**src/rtl/cdb_arbiter.sv**
```systemverilog
// -----------------------------------------------------------------------------
// cdb_arbiter
//
// Shares the single common data bus between the six completing units
// (ADD1, ADD2, ADD3, MULT1, MULT2, load/store). Each cycle at most one pending
// requester is granted with round-robin priority; the winner's tag and result
// are registered onto the CDB for the reservation stations, rename table and
// reorder buffer. The bus stalls while a broadcast is valid and the reorder
// buffer holds cdb_ready low.
//
// Parameters
//   DATA_W      result width
//
// Ports
//   clk         clock, rising edge
//   rst_n       asynchronous active-low reset
//   *_req       unit has a completed result (held until granted)
//   *_data      unit result, stable while its req is high
//   ls_idx      load/store buffer entry, forms the LS tag {1'b1, ls_idx}
//   *_gnt       combinational grant, one-hot or zero
//   cdb_ready   reorder buffer accepts the current broadcast this cycle
//   cdb_valid   broadcast valid
//   cdb_tag     producer tag (1..5 for ADD1..MULT2, 8..15 for LS, 0 = none)
//   cdb_data    broadcast result
// -----------------------------------------------------------------------------
module cdb_arbiter #(
    parameter int DATA_W = 32
) (
    input  logic              clk,
    input  logic              rst_n,

    input  logic              add1_req,
    input  logic              add2_req,
    input  logic              add3_req,
    input  logic              mul1_req,
    input  logic              mul2_req,
    input  logic              ls_req,

    input  logic [DATA_W-1:0] add1_data,
    input  logic [DATA_W-1:0] add2_data,
    input  logic [DATA_W-1:0] add3_data,
    input  logic [DATA_W-1:0] mul1_data,
    input  logic [DATA_W-1:0] mul2_data,
    input  logic [DATA_W-1:0] ls_data,
    input  logic [2:0]        ls_idx,

    output logic              add1_gnt,
    output logic              add2_gnt,
    output logic              add3_gnt,
    output logic              mul1_gnt,
    output logic              mul2_gnt,
    output logic              ls_gnt,

    input  logic              cdb_ready,
    output logic              cdb_valid,
    output logic [3:0]        cdb_tag,
    output logic [DATA_W-1:0] cdb_data
);

    localparam int N_REQ = 6;

    // Isolate the lowest set bit (two's complement trick).
    function automatic logic [N_REQ-1:0] lowest_one(input logic [N_REQ-1:0] v);
        return v & (~v + N_REQ'(1));
    endfunction

    // One-hot to request index; zero input maps to index 0 (unused then).
    function automatic logic [2:0] onehot_to_idx(input logic [N_REQ-1:0] oh);
        logic [2:0] idx;
        idx = 3'd0;
        for (int i = 0; i < N_REQ; i++) begin
            if (oh[i]) idx = 3'(i);
        end
        return idx;
    endfunction

    // Producer tag for a request index; LS carries its buffer entry.
    function automatic logic [3:0] idx_to_tag(input logic [2:0] idx, input logic [2:0] lsi);
        return (idx == 3'd5) ? {1'b1, lsi} : 4'(idx + 3'd1);
    endfunction

    // ---- stage p0: request collection, round-robin pick, grant -------------
    logic [N_REQ-1:0]  req_p0;
    logic [N_REQ-1:0]  ptr_mask_p0;
    logic [N_REQ-1:0]  req_hi_p0;
    logic [N_REQ-1:0]  pick_p0;
    logic [N_REQ-1:0]  gnt_p0;
    logic              slot_free_p0;
    logic              vld_p0;
    logic [2:0]        win_idx_p0;
    logic [2:0]        next_ptr_p0;
    logic [3:0]        win_tag_p0;
    logic [DATA_W-1:0] win_data_p0;
    logic [2:0]        rr_ptr;

    assign req_p0 = {ls_req, mul2_req, mul1_req, add3_req, add2_req, add1_req};

    // Requests at or above rr_ptr take precedence; if none, wrap to the
    // lowest requester overall. This is the cyclic search from rr_ptr.
    assign ptr_mask_p0 = N_REQ'(6'h3F << rr_ptr);
    assign req_hi_p0   = req_p0 & ptr_mask_p0;
    assign pick_p0     = (|req_hi_p0) ? lowest_one(req_hi_p0) : lowest_one(req_p0);

    // The priority encoder does not depend on cdb_ready, so ready only
    // passes through this final AND on its way to the grants. rst_n is
    // folded in so nothing is granted while reset is held.
    assign slot_free_p0 = rst_n & (~cdb_valid | cdb_ready);
    assign gnt_p0       = pick_p0 & {N_REQ{slot_free_p0}};
    assign vld_p0       = |gnt_p0;

    assign add1_gnt = gnt_p0[0];
    assign add2_gnt = gnt_p0[1];
    assign add3_gnt = gnt_p0[2];
    assign mul1_gnt = gnt_p0[3];
    assign mul2_gnt = gnt_p0[4];
    assign ls_gnt   = gnt_p0[5];

    assign win_idx_p0  = onehot_to_idx(pick_p0);
    assign next_ptr_p0 = (win_idx_p0 == 3'd5) ? 3'd0 : win_idx_p0 + 3'd1;
    assign win_tag_p0  = idx_to_tag(win_idx_p0, ls_idx);

    always_comb begin
        win_data_p0 = '0;
        unique case (win_idx_p0)
            3'd0:    win_data_p0 = add1_data;
            3'd1:    win_data_p0 = add2_data;
            3'd2:    win_data_p0 = add3_data;
            3'd3:    win_data_p0 = mul1_data;
            3'd4:    win_data_p0 = mul2_data;
            default: win_data_p0 = ls_data;
        endcase
    end

    // ---- stage p1: CDB output register and round-robin pointer -------------
    // A grant can only happen when the slot is free, so loading here also
    // retires the previous broadcast in the same cycle (no bubbles).
    always_ff @(posedge clk or negedge rst_n) begin
        if (!rst_n) begin
            cdb_valid <= 1'b0;
            cdb_tag   <= 4'd0;
            cdb_data  <= '0;
            rr_ptr    <= 3'd0;
        end else if (vld_p0) begin
            cdb_valid <= 1'b1;
            cdb_tag   <= win_tag_p0;
            cdb_data  <= win_data_p0;
            rr_ptr    <= next_ptr_p0;
        end else if (cdb_ready) begin
            cdb_valid <= 1'b0;
        end
    end

endmodule

```
**config.mk**
```make
export PLATFORM = sky130hd
export DESIGN_NAME = cdb_arbiter
export DESIGN_NICKNAME = d
export VERILOG_FILES = /design/src/rtl/cdb_arbiter.sv
export SDC_FILE = /design/constraint.sdc
export NUM_CORES = 1
export LEC_CHECK = 0
export ABC_AREA = 0
export CAP_MARGIN = 20
export CORE_UTILIZATION = 38
export CTS_CLUSTER_DIAMETER = 80
export DETAILED_ROUTE_END_ITERATION = 8
export PLACE_DENSITY = 0.88
export SYNTH_ARGS = -nofsm -noshare
export SYNTH_HDL_FRONTEND = slang
export SYNTH_SLANG_ARGS = --single-unit
export TNS_END_PERCENT = 20
```
**constraint.sdc**
```tcl
create_clock -name clk -period 6 [get_ports clk]
set_input_delay 0.6 -clock clk [delete_from_list [all_inputs] [get_ports clk]]
set_output_delay 0.6 -clock clk [all_outputs]
set_load 0.03 [all_outputs]
```
==> results.json, run 1 <==
{
  "cts_inserted_buffers": 5,
  "switching_share_pct": 46.9,
  "num_rows": 34,
  "cts_tree": "built",
  "ys_ff_latch": 40,
  "ys.flop_type": "dfrtp_1",
  "portBuffers": 246,
  "ctsResizeCount": 0,
  "ys_seq_area_share_pct": 29.5,
  "internal-power_mw": 1.38,
  "placed_cells": 710,
  "finalWirelength_mm": 14.2,
  "rsz0062_at_grt": "false",
  "viasPerCell": 5.98,
  "p_switching_mw": 1.22,
  "fin_crit_ns": 4.38,
  "coreArea_um2": 8680,
  "postCtsSetupBuffers": 0,
  "startpoint_type": "primary input",
  "fin_nets": 820,
  "synth_top_area_share_pct": 29.5,
  "final_cell_area_um2": 6010,
  "synthMuxAreaShare_pct": 10.0,
  "clock-sinks": 40,
  "status": "complete, no violations",
  "cts-root-buf": "clkbuf_8",
  "p_clk_share_pct": 8.4,
  "die_h_um": 96.5,
  "crit_required_ns": 6.18,
  "gp_congestion": 0.882,
  "syn_nets": 595,
  "drv_cap": 0,
  "power_frac_seq_pct": 18.7,
  "cts-hold-fix-buffers": 0,
  "synthDistinctLibCells": 43,
  "slew_viol_final": 0,
  "clkTransAtPathRegs_ns": 0.08,
  "fp.dieW_um": 96.5,
  "yosys_warnings": 0,
  "grtUsageMet2_pct": 51.0,
  "ctsLongestPathBuffers": 2,
  "yosys-top-cells-area": "dfrtp_1 30%, mux2i_1 10%, a32o_1 9.7%",
  "max_freq_ghz": 0.228,
  "synth_top_area_cell": "dfrtp_1",
  "synth_top_family_by_area": "compound AO/OA/AOI/OAI gates",
  "setup_viol": 0,
  "grt-ovfl-total": 0,
  "area_growth_pct": 77.3,
  "ys_async_sr_fraction_pct": 100,
  "hpwl_mm": 10.4,
  "drc_errors": 0,
  "path_class": "primary input to flop",
  "drt-wirelength-per-cell_um": 19.7,
  "place_ws_ns": 1.35,
  "setup_tns_ns": 0,
  "synth_compound_area_share_pct": 39.8,
  "finalNonFillerCells": 720,
  "endpoint_kind": "flop",
  "synthCells": 386,
  "fp.dieArea_um2": 9310,
  "crit_arrival_ns": 4.56,
  "clock_latency_ns": 0.29,
  "synth-simple-area-share_pct": 12.6,
  "layout_commonest_cell": "clkdlybuf4s50_1",
  "synth-adder-area-share_pct": 1.84,
  "synth-edff-count": 0,
  "p_leak_nw": 2.52,
  "synth_xor_xnor_area_share_pct": 0,
  "drt_iter0_markers": 259,
  "drtPass1Iterations": 5,
  "worst_pin_slew_ns": 1.08,
  "syn_area_um2": 3390,
  "track_usage_pct": 28.4,
  "worst_clock_skew_ns": 0.00923,
  "grt_max_degree": 70,
  "placed_area_um2": 5880,
  "ios": 247,
  "ant_nets": 0,
  "layout_setup_ws_ns": 1.62,
  "fin_util_pct": 69.3,
  "layout-drive-gt1-share_pct": 4.08,
  "vias": 4306,
  "relSlewSlack_pct": 27.7,
  "start_util_pct": 39.1,
  "grt_busiest_layer": "met2",
  "grtUsageMet3_pct": 6.73,
  "layout_common_cells": "245 x clkdlybuf4s50_1, 69 x nor2_1, 40 x dfrtp_1",
  "hold_path_class": "primary input to asynchronous set/reset pin",
  "n_antenna_cell": 0,
  "gr-usage-met1_pct": 31.9,
  "hold_viol_final": 0,
  "antenna_found_initial": 0,
  "pwr-share-comb_pct": 72.8,
  "fin_crit_sh_pct": 73.0,
  "grt_pass1_vias": 4215,
  "h-tree-depth": 2,
  "grt_pass1_wl_mm": 20.3,
  "avgSynthCellArea_um2": 8.79,
  "p_per_area_nw_per_um2": 433,
  "crit_fanout": 69,
  "ir_drop_mv": 0.205
}
## sequential cells by signal, indices dropped and copies added (netlist names)
name,count
rr_ptr,3
cdb_tag,4
cdb_valid,1
cdb_data,32
## layout make-up
cell class / count / area [um2]
clock inverters: 2 / 35.0
well taps: 108 / 135
fillers: 683 / 2660
clock buffers: 6 / 72.6
multi-input cells: 300 / 2200
flip-flops and latches: 40 / 1000
inverters: 9 / 33.8
repair buffers: 255 / 2540
## worst max-delay path, cell delays in order
cell             delay (ns)
clkdlybuf4s50_1        0.52
nor4_1                 0.74
a22o_1                 0.23
nand4_1                0.09
buf_4                  0.34
nand3_1                0.28
inv_1                  0.10
ha_1                   0.46
buf_4                  0.33
a22o_1                 0.23
a22oi_1                0.17
o211ai_1               0.12
a32o_1                 0.29
## per-stage QoR
stage | hold slack, ns | total power [mW]
global route | 0.513 | 2.76
floorplan | 0.304 | 1.71
finish | 0.450 | 2.60
detailed placement | 0.480 | 2.35
global placement | 0.472 | 2.28
CTS | 0.478 | 2.58
## layer usage
layer	wire [um]	share of wire, %	vias up
li1	-	-	1963
met1	5060	36	2023
met2	7210	51	283
met3	1500	11	37
met4	415	2.9	0
met5	0	0	-
## cell usage after synthesis, types with 3 or more instances
| master | number |
|---|---|
| nand2_1 | 9 |
| mux2i_1 | 34 |
| inv_1 | 7 |
| ha_1 | 5 |
| nor2b_1 | 4 |
| dfrtp_1 | 40 |
| clkbuf_1 | 25 |
| buf_2 | 7 |
| a21oi_1 | 5 |
| o21ai_0 | 7 |
| a22o_1 | 33 |
| a32o_1 | 33 |
| buf_6 | 3 |
| nor2_1 | 69 |
| a22oi_1 | 32 |
| o211ai_1 | 34 |
| nand3_1 | 4 |
## power groups by stage
stage	clock network, mW	logic [mW]	registers, mW
after floorplan	0	1.02	0.691
after global placement	0	1.80	0.483
after detailed placement	0	1.86	0.488
after CTS	0.226	1.86	0.485
after global routing	0.236	2.02	0.500
final	0.219	1.90	0.488
## worst paths after layout
path	start	end	slack (ns)	depth (start not counted)
min in group clk	cdb_data[20]	cdb_data[20]	0.50	1
worst min register to register	cdb_data[20]	cdb_data[20]	0.50	1
worst min-delay path	rst_n	cdb_data[15]	0.45	1
worst max register to register	rr_ptr[1]	cdb_data[15]	2.15	11
max in group asynchronous	rst_n	rr_ptr[1]	4.96	1
worst max-delay path	add1_req	cdb_data[7]	1.62	13
## kinds of logic after synthesis
kind of cell / Yosys count
adders and majority gates: 5
muxes: 34
buffers and inverters: 46
and+or+nand+nor: 100
DFF: 40
AOI/OAI and AO/OA: 161
Note: power is estimated with default switching activity, not from simulation.
==> inputs of run 2 (changes only) <==
--- a/config.mk
+++ b/config.mk
@@ -7,10 +7,10 @@
 export LEC_CHECK = 0
 export ABC_AREA = 0
 export CAP_MARGIN = 20
-export CORE_UTILIZATION = 38
+export CORE_UTILIZATION = 35
 export CTS_CLUSTER_DIAMETER = 80
 export DETAILED_ROUTE_END_ITERATION = 8
-export PLACE_DENSITY = 0.88
+export PLACE_DENSITY = 0.82
 export SYNTH_ARGS = -nofsm -noshare
 export SYNTH_HDL_FRONTEND = slang
 export SYNTH_SLANG_ARGS = --single-unit
==> constraint.sdc (replaced) <==
create_clock -name clk -period 4.35 [get_ports clk]
set_input_delay 0.435 -clock clk [delete_from_list [all_inputs] [get_ports clk]]
set_output_delay 0.435 -clock clk [all_outputs]
set_load 0.03 [all_outputs]
==> run 2 against run 1 <==
  * Global-route usage is 0.16 points lower
  * Combinational power is 38% higher
  * Routed wire length increased by 3.9%
  * Setup slack got worse by 1.1 ns
  * Design area is 0.44% higher
  * Core utilization down 4.5 points
==> results.json, run 2 (synthesis gave the netlist of run 1 again) <==
{
  "layout_commonest_cell": "clkdlybuf4s50_1",
  "drc_errors": 0,
  "placed_cells": 739,
  "cts_inserted_buffers": 5,
  "p_switching_mw": 1.69,
  "path_cells": "clkdlybuf4s50_1, or2_2, o311ai_1, a32oi_1, a2111o_1, nand3_1, inv_1, ha_1, buf_4, a22o_1, a22oi_1, o211ai_1, a32o_1",
  "startpoint_type": "primary input",
  "grt_max_degree": 68,
  "cts-hold-fix-buffers": 0,
  "endpoint_kind": "flop",
  "gp_congestion": 0.878,
  "p_clk_share_pct": 6.9,
  "max_freq_ghz": 0.264,
  "drt_iter0_markers": 153,
  "p_leak_nw": 2.53,
  "drv_cap": 0,
  "layout_common_cells": "245 x clkdlybuf4s50_1, 69 x nor2_1, 40 x dfrtp_1",
  "area_growth_pct": 78.1,
  "crit_fanout": 17,
  "fin_crit_sh_pct": 87.0,
  "setup_tns_ns": 0,
  "track_usage_pct": 28.2,
  "finalNonFillerCells": 746,
  "crit_arrival_ns": 3.98,
  "clock-sinks": 40,
  "grt_pass1_wl_mm": 22.2,
  "hpwl_mm": 11.2,
  "ant_nets": 0,
  "grt_pass1_vias": 4373,
  "portBuffers": 246,
  "ctsResizeCount": 0,
  "rsz0062_at_grt": "false",
  "total_power_mw": 3.53,
  "grt-ovfl-total": 0,
  "crit_required_ns": 4.54,
  "ctsLongestPathBuffers": 2,
  "worst_pin_slew_ns": 0.713,
  "n_fill_cell": 780,
  "rr_endpoint": "cdb_data[6]",
  "whs_ns": 0.220,
  "r2r_slack_ns": 0.66,
  "coreArea_um2": 9330,
  "cp_num_buf_inv": 3,
  "cts_tree": "built",
  "hold_path_class": "primary input to asynchronous set/reset pin",
  "clock_latency_ns": 0.30,
  "cts-root-buf": "clkbuf_8",
  "finalWirelength_mm": 14.7,
  "rr_worst_depth": 12,
  "multi_input_area_um2": 2200,
  "r2r-start": "rr_ptr[2]",
  "clkTransAtPathRegs_ns": 0.09,
  "viasPerCell": 5.80,
  "n_antenna_cell": 0,
  "setup_viol": 0,
  "worst_path_dominant_cell_family": "compound AO/OA/AOI/OAI gates",
  "slew_viol_final": 0,
  "p_per_area_nw_per_um2": 585,
  "top_regs": "cdb_data (32), cdb_tag (4), rr_ptr (3)",
  "antenna_found_initial": 0,
  "num_rows": 35,
  "crit_path_top_delay_cell": "clkdlybuf4s50_1",
  "h-tree-depth": 2,
  "drt-wirelength-per-cell_um": 19.8,
  "fin_nets": 826,
  "vias": 4327,
  "seqCellArea_um2": 1000,
  "switching_share_pct": 47.8,
  "start_util_pct": 36.4,
  "fin_crit_ns": 3.78,
  "ir_drop_mv": 0.322,
  "pwr-share-comb_pct": 74.1,
  "relSlewSlack_pct": 52.5,
  "postCtsSetupBuffers": 0,
  "cp_slowest_stage_delay_ns": 0.50,
  "drtPass1Iterations": 5,
  "fp.dieW_um": 100,
  "fp.dieArea_um2": 10100,
  "final_cell_area_um2": 6040,
  "power_frac_seq_pct": 19.0,
  "largest_register": "cdb_data",
  "largest_reg_flops": 32,
  "internal-power_mw": 1.84,
  "status": "complete, no violations",
  "die_h_um": 100,
  "layout-drive-gt1-share_pct": 4.86,
  "hold_viol_final": 0,
  "path_class": "primary input to flop",
  "worst_clock_skew_ns": 0.0134,
  "ios": 247,
  "placed_area_um2": 5960
}
-- run 2: metrics by stage --
stage / utilization (%) / setup WS [ns]
2_1_floorplan: - / 1.29
6_report: 64.8 / 0.565
3_5_place_dp: 63.9 / 0.270
5_1_grt: 64.8 / 0.375
4_1_cts: 64.8 / 0.587
3_3_place_gp: 63.9 / 0.474
-- run 2: area by class of cell --
class | count | area share, %
Tap cell | 129 | 2.67
Timing Repair Buffer | 261 | 42.5
Multi-Input combinational cell | 300 | 36.4
Sequential cell | 40 | 16.6
Inverter | 9 | 0.559
Clock inverter | 1 | 0.0829
Clock buffer | 6 | 1.20
-- run 2: power groups by stage --
stage / sequential [mW] / clock (mW) / combinational [mW]
after floorplan: 0.953 / 0 / 1.41
after global placement: 0.667 / 0 / 2.56
after detailed placement: 0.675 / 0 / 2.62
after CTS: 0.670 / 0.246 / 2.62
after global routing: 0.690 / 0.265 / 2.80
final: 0.671 / 0.243 / 2.62
-- run 2: metal layers --
metal / share of wire [%] / track usage [%]
met1: 38 / 32.1
met2: 50 / 50.6
met3: 8.6 / 7.03
met4: 3.1 / 10.9
met5: 0 / 0
-- run 2: worst max-delay path by stage --
stage / from / to / slack [ns] / cells after the start
2_1_floorplan: add1_req / cdb_data[20] / 1.29 / 13
3_3_place_gp: ls_req / cdb_data[8] / 0.47 / 13
3_5_place_dp: ls_req / cdb_data[6] / 0.27 / 13
4_1_cts: ls_req / cdb_data[6] / 0.59 / 13
5_1_grt: ls_req / cdb_data[3] / 0.37 / 13
6_report: mul2_req / cdb_data[6] / 0.57 / 13
-- run 2: worst register-to-register path: stages, from the launching register on --
cell      delay (ns)
dfrtp_1         0.50
inv_2           0.13
o311ai_1        0.45
a32oi_1         0.23
a2111o_1        0.43
nand3_1         0.18
inv_1           0.10
ha_1            0.45
buf_4           0.32
a22o_1          0.23
a22oi_1         0.16
o211ai_1        0.12
a32o_1          0.30
==> inputs of run 3 (changes only) <==
--- a/config.mk
+++ b/config.mk
@@ -5,9 +5,9 @@
 export SDC_FILE = /design/constraint.sdc
 export NUM_CORES = 1
 export LEC_CHECK = 0
-export ABC_AREA = 0
+export ABC_AREA = 1
 export CAP_MARGIN = 20
-export CORE_UTILIZATION = 35
+export CORE_UTILIZATION = 37
 export CTS_CLUSTER_DIAMETER = 80
 export DETAILED_ROUTE_END_ITERATION = 8
 export PLACE_DENSITY = 0.82
==> run 3 against run 2 <==
  * Clock skew decreased by 0.0047 ns
  * Combinational power increased by 5%
  * Synthesized cell count is 69% higher
  * Non-clock buffer count down 5
  * Routed wire length grew 15%
  * Synthesized area grew 12%
  * Sequential power fell by 1%
  * Clock-buffer cell count unchanged
  * Via count up 21%
  * Register-to-register slack gained 0.36 ns
  * Hold slack better by 0.029 ns
  * Highest routed layer unchanged
==> results.json, run 3 <==
{
  "grt-ovfl-total": 0,
  "setup_tns_ns": 0,
  "ys_ff_latch": 40,
  "largest_reg_flops": 32,
  "path_class": "primary input to flop",
  "fp.dieArea_um2": 10600,
  "clock_latency_ns": 0.30,
  "max_freq_ghz": 0.284,
  "n_antenna_cell": 0,
  "multi_input_area_um2": 2360,
  "ant_nets": 0,
  "drtPass1Iterations": 6,
  "finalWirelength_mm": 16.9,
  "grt_pass1_vias": 5169,
  "synth_top_area_share_pct": 26.5,
  "drt_iter0_markers": 236,
  "viasPerCell": 5.19,
  "syn_nets": 862,
  "ys_async_sr_fraction_pct": 100,
  "start_util_pct": 38.4,
  "layout-drive-gt1-share_pct": 7.30,
  "synthCells": 653,
  "top_regs": "cdb_data (32), cdb_tag (4), rr_ptr (3)",
  "seqCellArea_um2": 1000,
  "slew_viol_final": 0,
  "vias": 5241,
  "endpoint_kind": "flop",
  "grt_pass1_wl_mm": 25.0,
  "synth_most_common_cell": "nand2_1",
  "drc_errors": 0,
  "crit_fanout": 22,
  "syn_area_um2": 3780,
  "yosys-top-cells-area": "dfrtp_1 26%, nand2_1 24%, nand3_1 8.6%",
  "ys_top_cells_by_count": "238 x nand2_1, 76 x nor2_1, 65 x nand3_1",
  "setup_viol": 0,
  "n_fill_cell": 872,
  "crit_required_ns": 4.58,
  "fp.dieW_um": 103,
  "coreArea_um2": 9860,
  "cts-hold-fix-buffers": 0,
  "layout_commonest_cell": "clkdlybuf4s50_1",
  "hold_viol_final": 0,
  "synth-edff-count": 0,
  "ios": 247,
  "fin_nets": 1085,
  "ys.flop_type": "dfrtp_1",
  "cts-root-buf": "clkbuf_8",
  "drv_cap": 0,
  "drt-wirelength-per-cell_um": 16.7,
  "p_per_area_nw_per_um2": 582,
  "synth_top_area_cell": "dfrtp_1",
  "cts_inserted_buffers": 5,
  "worst_pin_slew_ns": 1.10,
  "clkTransAtPathRegs_ns": 0.08,
  "fin_crit_sh_pct": 80.8,
  "worst_clock_skew_ns": 0.00872,
  "layout_common_cells": "245 x clkdlybuf4s50_1, 238 x nand2_1, 75 x nor2_1",
  "synthDistinctLibCells": 26,
  "status": "complete, no violations",
  "h-tree-depth": 2,
  "ir_drop_mv": 0.248,
  "num_rows": 36,
  "yosys_warnings": 0,
  "hold_path_class": "primary input to asynchronous set/reset pin",
  "ctsLongestPathBuffers": 2,
  "fin_util_pct": 64.9,
  "gp_congestion": 0.887,
  "ys_seq_area_share_pct": 26.5,
  "startpoint_type": "primary input",
  "ctsResizeCount": 0,
  "grt_max_degree": 71,
  "cts_tree": "built",
  "postCtsSetupBuffers": 0,
  "clock-sinks": 40,
  "antenna_found_initial": 0,
  "hpwl_mm": 12.0,
  "die_h_um": 103,
  "p_leak_nw": 3.26,
  "area_growth_pct": 69.2,
  "relSlewSlack_pct": 26.8,
  "fin_crit_ns": 3.52,
  "track_usage_pct": 31.2,
  "largest_register": "cdb_data",
  "portBuffers": 246,
  "avgSynthCellArea_um2": 5.79,
  "crit_arrival_ns": 3.75,
  "rsz0062_at_grt": "false"
}
run 3: cell types whose count changed in the layout (fill, tap and decap cells not counted), sizes merged, moves of 33 or more:
cell    change
nand2     +235
nand3      +63
inv        +54
nand4      +46
mux2i      -34
o211ai     -34
a22o       -33
a32o       -33
run 3: final timing paths:
check,start,end,slack (ns),cells past startpoint
worst max-delay path,add1_req,cdb_data[8],0.83,16
max in group asynchronous,rst_n,cdb_data[12],3.72,2
worst max register to register,rr_ptr[2],cdb_data[8],1.02,14
worst min register to register,cdb_data[25],cdb_data[25],0.49,2
min in group clk,cdb_data[25],cdb_data[25],0.49,2
worst min-delay path,rst_n,cdb_data[9],0.25,2
run 3: report_power, final:
group | internal [mW] | total, mW | switching, mW
sequential | 0.551 | 0.664 | 0.113
combinational | 0.999 | 2.75 | 1.75
clock | 0.171 | 0.311 | 0.141
run 3: cells by family (layout without fill, tap and decap cells):
logic type               Yosys count  in the layout  synth area share [%]
adder cells (fa/ha/maj)            5              5                  1.65
AO/OA/AOI/OAI                     35             35                  4.76
buffers and inverters            103            327                  11.5
flip-flops                        40             40                  26.5
AND/OR/NAND/NOR                  470            470                  55.6
run 3: cell type report:
type                            instances  area share [%]
Clock buffer                            6            1.13
Clock inverter                          2           0.547
Inverter                               63            3.69
Multi-Input combinational cell        510            36.8
Sequential cell                        40            15.6
Tap cell                              133            2.60
Timing Repair Buffer                  256            39.6
run 3: routing by layer:
layer	vias to the layer above	global-route usage (%)	part of all wire, %
met2	307	57.2	48
li1	2508	-	-
met5	-	0	0
met3	55	7.59	9.6
met1	2371	33.3	39
met4	0	15.4	4.1
run 3: stage by stage:
| stage | worst slack (ns) | instances | total power, mW | hold slack, ns | instance area (um2) |
|---|---|---|---|---|---|
| detailed placement | 0.589 | 1002 | 3.39 | 0.469 | 6290 |
| finish | 0.835 | 1010 | 3.72 | 0.249 | 6400 |
| CTS | 0.898 | 1010 | 3.71 | 0.276 | 6400 |
| global placement | 0.733 | 1002 | 3.32 | 0.461 | 6290 |
| floorplan | 1.63 | 653 | 2.41 | 0.139 | 3780 |
| global route | 0.551 | 1010 | 4.03 | 0.302 | 6400 |
run 3: worst max-delay path: stages:
cell	delay, ns
clkdlybuf4s50_1	0.51
inv_1	0.07
nor2_1	0.13
nand2_1	0.12
nand2_2	0.14
nor3_1	0.08
nand2_1	0.13
inv_1	0.07
nor2_1	0.20
ha_1	0.93
nand3_2	0.29
inv_1	0.31
a21oi_1	0.11
nand2_1	0.08
nand3_1	0.06
nand2_1	0.08
